## config.mk

```make
export PLATFORM = sky130hd
export DESIGN_NAME = mem_stage
export DESIGN_NICKNAME = d
export VERILOG_FILES = /design/src/rtl/mem_stage.sv
export SDC_FILE = /design/constraint.sdc
export NUM_CORES = 1
export LEC_CHECK = 0
export CAP_MARGIN = 20
export CORE_ASPECT_RATIO = 1.75
export CORE_MARGIN = 1.5
export CORE_UTILIZATION = 35
export CTS_BUF_LIST = sky130_fd_sc_hd__clkbuf_2
export CTS_CLUSTER_SIZE = 28
export DETAILED_ROUTE_END_ITERATION = 10
export PLACE_DENSITY = 0.74
export SLEW_MARGIN = 20
export SYNTH_ARGS = -nofsm -noshare
export SYNTH_HDL_FRONTEND = slang
export SYNTH_SLANG_ARGS = --single-unit
```

## constraint.sdc

```tcl
create_clock -name clk -period 2.2 [get_ports clk]
set_input_delay 0.44 -clock clk [delete_from_list [all_inputs] [get_ports clk]]
set_output_delay 0.44 -clock clk [all_outputs]
set_load 0.02 [all_outputs]
```

## src/rtl/mem_stage.sv

```systemverilog
// MEM pipeline stage: issues load/store requests to the memory controller,
// completes LW cache hits in one cycle, and extends load data for writeback.
module mem_stage (
  input  logic        clk,
  input  logic        rst,
  input  logic        rdy,
  input  logic        ex_valid,
  input  logic [3:0]  ex_op,
  input  logic [4:0]  ex_rd,
  input  logic        ex_we,
  input  logic [31:0] ex_result,
  input  logic [31:0] ex_store_data,
  output logic [1:0]  rw_mem,
  output logic [31:0] addr_mem,
  output logic [31:0] data_mem,
  output logic [3:0]  quantity,
  input  logic [1:0]  status_mem,
  input  logic [31:0] data_from_ctrl,
  input  logic        dcache_hit,
  input  logic [31:0] dcache_val,
  output logic        stall_req,
  output logic        wb_valid,
  output logic        wb_we,
  output logic [4:0]  wb_rd,
  output logic [31:0] wb_data
);
  typedef enum logic [1:0] {IDLE, REQ, WAIT} state_t;

  state_t      r_state, w_state_nxt;
  logic [1:0]  r_rw_mem;
  logic [31:0] r_addr_mem, r_data_mem, r_wb_data, w_ext;
  logic [3:0]  r_quantity, w_qty;
  logic        r_wb_valid, r_wb_we;
  logic [4:0]  r_wb_rd;
  logic        w_is_load, w_is_store, w_lw_hit, w_issue, w_accept, w_done;

  assign w_is_load  = ex_valid && (ex_op >= 4'd1) && (ex_op <= 4'd5);
  assign w_is_store = ex_valid && (ex_op >= 4'd6) && (ex_op <= 4'd8);
  assign w_lw_hit   = ex_valid && (ex_op == 4'd3) && dcache_hit;

  always_comb begin
    case (ex_op)
      4'd1, 4'd4, 4'd6: w_qty = 4'd1;
      4'd2, 4'd5, 4'd7: w_qty = 4'd2;
      default:          w_qty = 4'd4;
    endcase
  end

  always_comb begin
    case (ex_op)
      4'd1:    w_ext = {{24{data_from_ctrl[7]}}, data_from_ctrl[7:0]};
      4'd2:    w_ext = {{16{data_from_ctrl[15]}}, data_from_ctrl[15:0]};
      4'd4:    w_ext = {24'd0, data_from_ctrl[7:0]};
      4'd5:    w_ext = {16'd0, data_from_ctrl[15:0]};
      default: w_ext = data_from_ctrl;
    endcase
  end

  always_ff @(posedge clk) begin
    if (rst)      r_state <= IDLE;
    else if (rdy) r_state <= w_state_nxt;
  end

  // A done seen in REQ (accept missed) completes exactly like one in WAIT.
  always_comb begin
    w_state_nxt = r_state;
    stall_req   = 1'b0;
    w_issue     = 1'b0;
    w_accept    = 1'b0;
    w_done      = 1'b0;
    case (r_state)
      IDLE: begin
        if ((w_is_load || w_is_store) && !w_lw_hit) begin
          stall_req   = 1'b1;
          w_issue     = 1'b1;
          w_state_nxt = REQ;
        end
      end
      REQ: begin
        if (status_mem == 2'd2) begin
          w_done      = 1'b1;
          w_state_nxt = IDLE;
        end else begin
          stall_req = 1'b1;
          if (status_mem == 2'd1) begin
            w_accept    = 1'b1;
            w_state_nxt = WAIT;
          end
        end
      end
      WAIT: begin
        if (status_mem == 2'd2) begin
          w_done      = 1'b1;
          w_state_nxt = IDLE;
        end else begin
          stall_req = 1'b1;
        end
      end
      default: w_state_nxt = IDLE;
    endcase
  end

  always_ff @(posedge clk) begin
    if (rst) begin
      r_rw_mem   <= 2'd0;
      r_addr_mem <= 32'd0;
      r_data_mem <= 32'd0;
      r_quantity <= 4'd0;
      r_wb_valid <= 1'b0;
      r_wb_we    <= 1'b0;
      r_wb_rd    <= 5'd0;
      r_wb_data  <= 32'd0;
    end else if (rdy) begin
      if (w_issue) begin
        r_rw_mem   <= w_is_load ? 2'd1 : 2'd2;
        r_addr_mem <= ex_result;
        r_data_mem <= ex_store_data;
        r_quantity <= w_qty;
        r_wb_valid <= 1'b0;
      end else if (w_done) begin
        // Drop the request so the controller does not re-issue it.
        r_rw_mem   <= 2'd0;
        r_wb_valid <= 1'b1;
        r_wb_rd    <= ex_rd;
        r_wb_we    <= w_is_load;
        r_wb_data  <= w_is_load ? w_ext : 32'd0;
      end else if (w_accept) begin
        r_rw_mem <= 2'd0;
      end else if (r_state == IDLE) begin
        r_wb_valid <= ex_valid;
        r_wb_rd    <= ex_rd;
        r_wb_we    <= w_lw_hit ? 1'b1 : ex_we;
        r_wb_data  <= w_lw_hit ? dcache_val : ex_result;
      end
    end
  end

  assign rw_mem   = r_rw_mem;
  assign addr_mem = r_addr_mem;
  assign data_mem = r_data_mem;
  assign quantity = r_quantity;
  assign wb_valid = r_wb_valid;
  assign wb_we    = r_wb_we;
  assign wb_rd    = r_wb_rd;
  assign wb_data  = r_wb_data;
endmodule

```

=== Yosys cells after proc, flatten, opt, wreduce, memory -nomap -nowiden ===
Index checks and enable logic that the tools add are counted.

* Flip-flop bits (word level): 111
* Word-level logic and storage cells: 87
* Output and inout port bits: 110
* Bits of input ports: 145

* Mux-type cells: 36
* Eq/ne operators: 16
* $lt $le $gt $ge: 4
* Bitwise operators: 1
* Reductions and logical operators: 21

{| class="wikitable"
|+ Operator list
! operator !! number
|-
| $mux W32 || 5
|-
| $pmux W32 S4 || 1
|-
| $eq A4 B3 Y1 const B || 4
|-
| $mux W1 || 16
|-
| $mux W2 || 8
|-
| $mux W5 || 3
|-
| $eq A4 B2 Y1 const B || 2
|-
| $reduce_and A4 Y1 || 2
|-
| $logic_and A1 B1 Y1 || 7
|-
| $pmux W2 S3 || 1
|-
| $pmux W3 S2 || 1
|-
| $reduce_bool A3 Y1 || 2
|-
| $reduce_or A3 Y1 || 2
|-
| $eq A2 B1 Y1 const B || 2
|-
| $eq A2 B2 Y1 const B || 2
|-
| $eq A4 B1 Y1 const B || 1
|-
| $ge A4 B1 Y1 const B || 1
|-
| $ge A4 B3 Y1 const B || 1
|-
| $le A4 B3 Y1 const B || 1
|-
| $le A4 B4 Y1 const B || 1
|-
| $ne A2 B2 Y1 const B || 2
|-
| $reduce_and A2 Y1 || 2
|-
| $ne A3 B2 Y1 const B || 1
|-
| $ne A3 B3 Y1 const B || 1
|-
| other kinds (9) || 9
|}

=== Longest topological paths before layout ===
* Depth in word-level cells: 9
* Mapped depth: 10

=== Least setup slack after synthesis ===
Ideal clock, no wire load.

* Kind: input -> register
* From: input port ex_op[2]
* To: register r_wb_data[19], in the netlist wb_data[19]
* Slack: 0.123 ns
* Cell stages on the path: 8
* Data required time: 2.068 ns
* Buffers on the path: 3
* Arrival time: 1.945 ns
* Setup time: 0.132 ns
* Path through: buf_6 -> and3b_1 -> and4b_1 -> buf_6 -> buf_6 -> mux2_4 -> a221oi_1 -> nor3_1

* Word-level cells in the longest chain between the ends: 9
* Elaborated cells between the ends (all ways): 28

{| class="wikitable"
|+ RTL lines
! element !! line !! RTL
|-
| start: declaration || 8 || <nowiki>input logic [3:0] ex_op,</nowiki>
|-
| $ge A4 B1 Y1 (tied with other cells) || 37 || <nowiki>assign w_is_load = ex_valid && (ex_op >= 4'd1) && (ex_op <= 4'd5);</nowiki>
|-
| $logic_and A1 B1 Y1, on equally long branches (2 in series) || 37, 38, 39 ||
|-
| $logic_or A1 B1 Y1 or $logic_not A1 Y1 (tied branches) || 73 || <nowiki>if ((w_is_load || w_is_store) && !w_lw_hit) begin</nowiki>
|-
| $logic_and A1 B1 Y1 || 73 ||
|-
| $mux W1 || 73 ||
|-
| $mux W1 || 71 || <nowiki>case (r_state)</nowiki>
|-
| $not A1 Y1 (no source line) || -- ||
|-
| $reduce_and A4 Y1 (no source line) || -- ||
|-
| end signal: assignment || 126 || <nowiki>r_wb_data <= w_is_load ? w_ext : 32'd0;</nowiki>
|-
| end signal: assignment || 133 || <nowiki>r_wb_data <= w_lw_hit ? dcache_val : ex_result;</nowiki>
|-
| end: declaration || 31 || <nowiki>logic [31:0] r_addr_mem, r_data_mem, r_wb_data, w_ext;</nowiki>
|}

Parallel ways exist; a longest one is shown, timed or not. The select of a mux whose other input is x is not followed.
A chain may end at the register's enable or synchronous reset.

=== Worst setup path after layout ===
* From: register r_state[1]
* To: output port stall_req

* Word-level cells in the longest chain between the ends: 3
* Elaborated cells between the ends (all ways): 5

{| class="wikitable"
|+ RTL lines
! element !! line !! RTL
|-
| start: declaration || 29 || <nowiki>state_t r_state, w_state_nxt;</nowiki>
|-
| start signal: assignment || 61 || <nowiki>else if (rdy) r_state <= w_state_nxt;</nowiki>
|-
| $eq A2 B2 Y1 or $eq A2 B1 Y1 (tied branches) || 71 ||
|-
| $reduce_or A2 Y1 (no source line) || -- ||
|-
| $pmux W1 S2 * || 71 ||
|-
| end: declaration || 21 || <nowiki>output logic stall_req,</nowiki>
|}

Every way passes the cells marked *; elsewhere a longest branch is shown, timed or not.

==> run summary <==
register bit total from synthesis -> 110
std cell rows -> 58
Num CTS Buffers -> 9
area of the core -> 14,440 um^2
port bufs -> 253
total die area -> 15,620 um^2
worst hold path type -> input port to flip-flop
syn nets -> 772
DR DRC count -> 0
nets -> 1,023
Mapped Avg Cell Area -> 8.372 um^2
Worst setup SP type -> flip-flop
cell taking the most area after synthesis -> dfxtp_1
Fmax -> 469.2 MHz
fraction of registers with async set/reset -> 0%
Final Hold Slack -> 307.9 ps
Synth Instances -> 621
vias in the first global route -> 5,127
post-layout min period -> 2131 ps
Routed wire per std cell -> 16.25 um
Critical path origin -> r_state[1]$_SDFFE_PP0P_
Critical Path End Type -> output port
Critical-path top delay cell -> dfxtp_2
Ports -> 255
most frequent cell after synthesis -> nand2_1
synth unique cells -> 45
Post-synth top cells -> nand2_1, dfxtp_1, a21oi_1
area grow syn2layout -> 59.06%
final core occ -> 57.26%
GRT Total Usage -> 21.36%
antenna viol nets, final -> 0
leak pwr -> 3.026 nW
slew margin rel. -> 63.90%
peak supply drop -> 0.2875 mV
synth warn -> 0
DRT Pass-1 Iters -> 5
RSZ-0062 raised after global routing -> true
DR vias/cell -> 5.040
via count -> 5,332
Die Y -> 164.2 um
GRT overflow -> 0
clk buf depth -> 2
post-synthesis sequential area ratio -> 42.36%
DRT iter0 DRCs -> 146
Starting Density -> 36.00%
Crit path required time -> 1760 ps
drt total wl -> 17,190 um
worst-path cell chain -> inv_2, ha_4, a32oi_2, nor2_1, buf_4
number of flops mapped to enable cells by yosys -> 0
CP arrival -> 1690 ps
# setup viols final -> 0
share of cells above drive strength 1 -> 13.57%
TritonCTS clock tree -> built
Yosys top cell area share -> 42.36%
Final Power -> 4.334 mW
Hold Buf Count CTS -> 0
Placer Congestion -> 0.8185
Setup TNS -> 0 ps
first-pass GRT wire length -> 25,700 um
critical path endpoint -> stall_req
Slew Limit Fails -> 0
Final HPWL DP -> 12,500 um
Die W -> 95.13 um
Non-Filler Instances -> 1,058
clk slew on worst S/H paths -> 340 ps
ys flop type -> dfxtp_1
Least-Margin Pin Slew -> 534.2 ps
Critical R2R Capture -> wb_rd[4]$_SDFFE_PP0P_
CTS H-tree lvls -> 3
critical path depth -> 5
status -> complete, no violations
post-synthesis cell area -> 5199 um^2
FF-to-FF Start -> r_state[0]$_SDFFE_PP0P_
max cap viols -> 0
Reg2Reg Depth -> 10
TritonCTS Sinks -> 110
Largest stage delay, worst path -> 420 ps
initial antenna violation count -> 1
Root Buffer -> clkbuf_2
maximum number of pins on one net before global-route repair -> 111
final hold vios -> 0
critical setup path kind -> flip-flop to output port
clk_skew -> 31.18 ps
critical path peak fanout -> 2
Buf/Inv on CP -> 2
largest cells by area after synthesis -> dfxtp_1, nand2_1, a21oi_1
placed cells -> 1,038
worst-skew pair later-pin latency -> 600 ps
CP top delay family -> flip-flops
r2r setup slk -> 190 ps
power per cell area -> 524.1 nW/um^2
Tcrit/Tclk final -> 96.87%
-- where the power goes --
group | switching, mW | internal, mW
logic | 0.573 | 0.650
clock network | 0.757 | 0.180
registers | 0.0556 | 2.12
-- state kept, by name, summed over array words and instances, names as in the netlist --
| register | flops |
|---|---|
| r_state | 2 |
| quantity | 3 |
| wb_rd | 5 |
| data_mem | 32 |
| wb_data | 32 |
| wb_we | 1 |
| addr_mem | 32 |
| wb_valid | 1 |
| rw_mem | 2 |
-- layer usage --
layer / routed length (um) / up-vias / track usage, %
li1: - / 2637 / -
met1: 6397 / 2471 / 22.08
met2: 9144 / 192 / 39.88
met3: 1162 / 32 / 4.722
met4: 483 / 0 / 9.227
met5: 0 / - / 0
-- cell type report --
type	count	area [um^2]
clock buffers	9	45.04
clock inverters	7	61.31
inverters	8	30.03
multi-input cells	450	2729
diodes	1	2.502
fillers	1334	6172
well taps	180	225.2
repair buffers	293	2972
flip-flops and latches	110	2205
-- through the flow --
stage,setup WS (ps),area (um^2)
6_report,68.79,8269
3_5_place_dp,-510.4,8110
3_3_place_gp,-528.5,8110
5_1_grt,-52.80,8269
4_1_cts,5.798,8240
2_1_floorplan,123.2,5199
-- cells in the final DEF (no fill, tap or decap), drive strengths merged, types with 2 or more instances in the layout --
master,synthesis,layout
dlymetal6s2s,0,4
and2,2,2
a21boi,2,2
or2,2,2
nor2,38,38
a211oi,10,10
clkbuf,21,9
a2111oi,2,2
mux2,32,32
buf,32,42
nor3,25,25
a22oi,8,8
clkdlybuf4s50,0,244
nand3b,2,2
and3b,2,2
o21ai,24,24
nand2,149,149
dlygate4sd2,0,3
nand2b,17,17
dfxtp,110,110
a221oi,24,24
inv,8,13
a21oi,86,86
ha,6,6
or3,2,2
nand3,3,3
-- how the worst min path moves through the flow --
| stage | startpoint | end | slack [ps] | cells past startpoint |
|---|---|---|---|---|
| detailed placement | wb_we$_SDFFE_PP0P_ | wb_we$_SDFFE_PP0P_ | 450 | 2 |
| global placement | wb_we$_SDFFE_PP0P_ | wb_we$_SDFFE_PP0P_ | 440 | 2 |
| global route | ex_store_data[12] | data_mem[12]$_SDFFE_PP0P_ | 250 | 3 |
| finish | ex_store_data[12] | data_mem[12]$_SDFFE_PP0P_ | 310 | 3 |
| floorplan | r_state[1]$_SDFFE_PP0P_ | r_state[1]$_SDFFE_PP0P_ | 480 | 2 |
| CTS | ex_store_data[11] | data_mem[11]$_SDFFE_PP0P_ | 250 | 3 |
-- timing repair --
item	in CTS	in global routing
pin swaps	2	3
endpoints found under the setup margin	1	4
resized for setup	13	7
buffers inserted	2	1
-- worst reg2reg max path, stage by stage (launching register included) --
cell     delay, ps
dfxtp_2        410
inv_2           60
ha_4           270
buf_4          110
and2_1         130
o21ai_0        120
buf_4          170
a31oi_4        180
buf_4          310
nand2_1         90
a21oi_1        110
-- cells by family after synthesis --
kind of cell               synth area share [%]
AOI/OAI and AO/OA                         21.06
xor gates and xnor gates                 0.1685
adders and majority gates                 1.444
buffers and inverters                     5.824
DFF                                       42.36
muxes                                     7.942
other                                   0.07213
and+or+nand+nor                           21.13
Power figures use the tool's default switching activity.
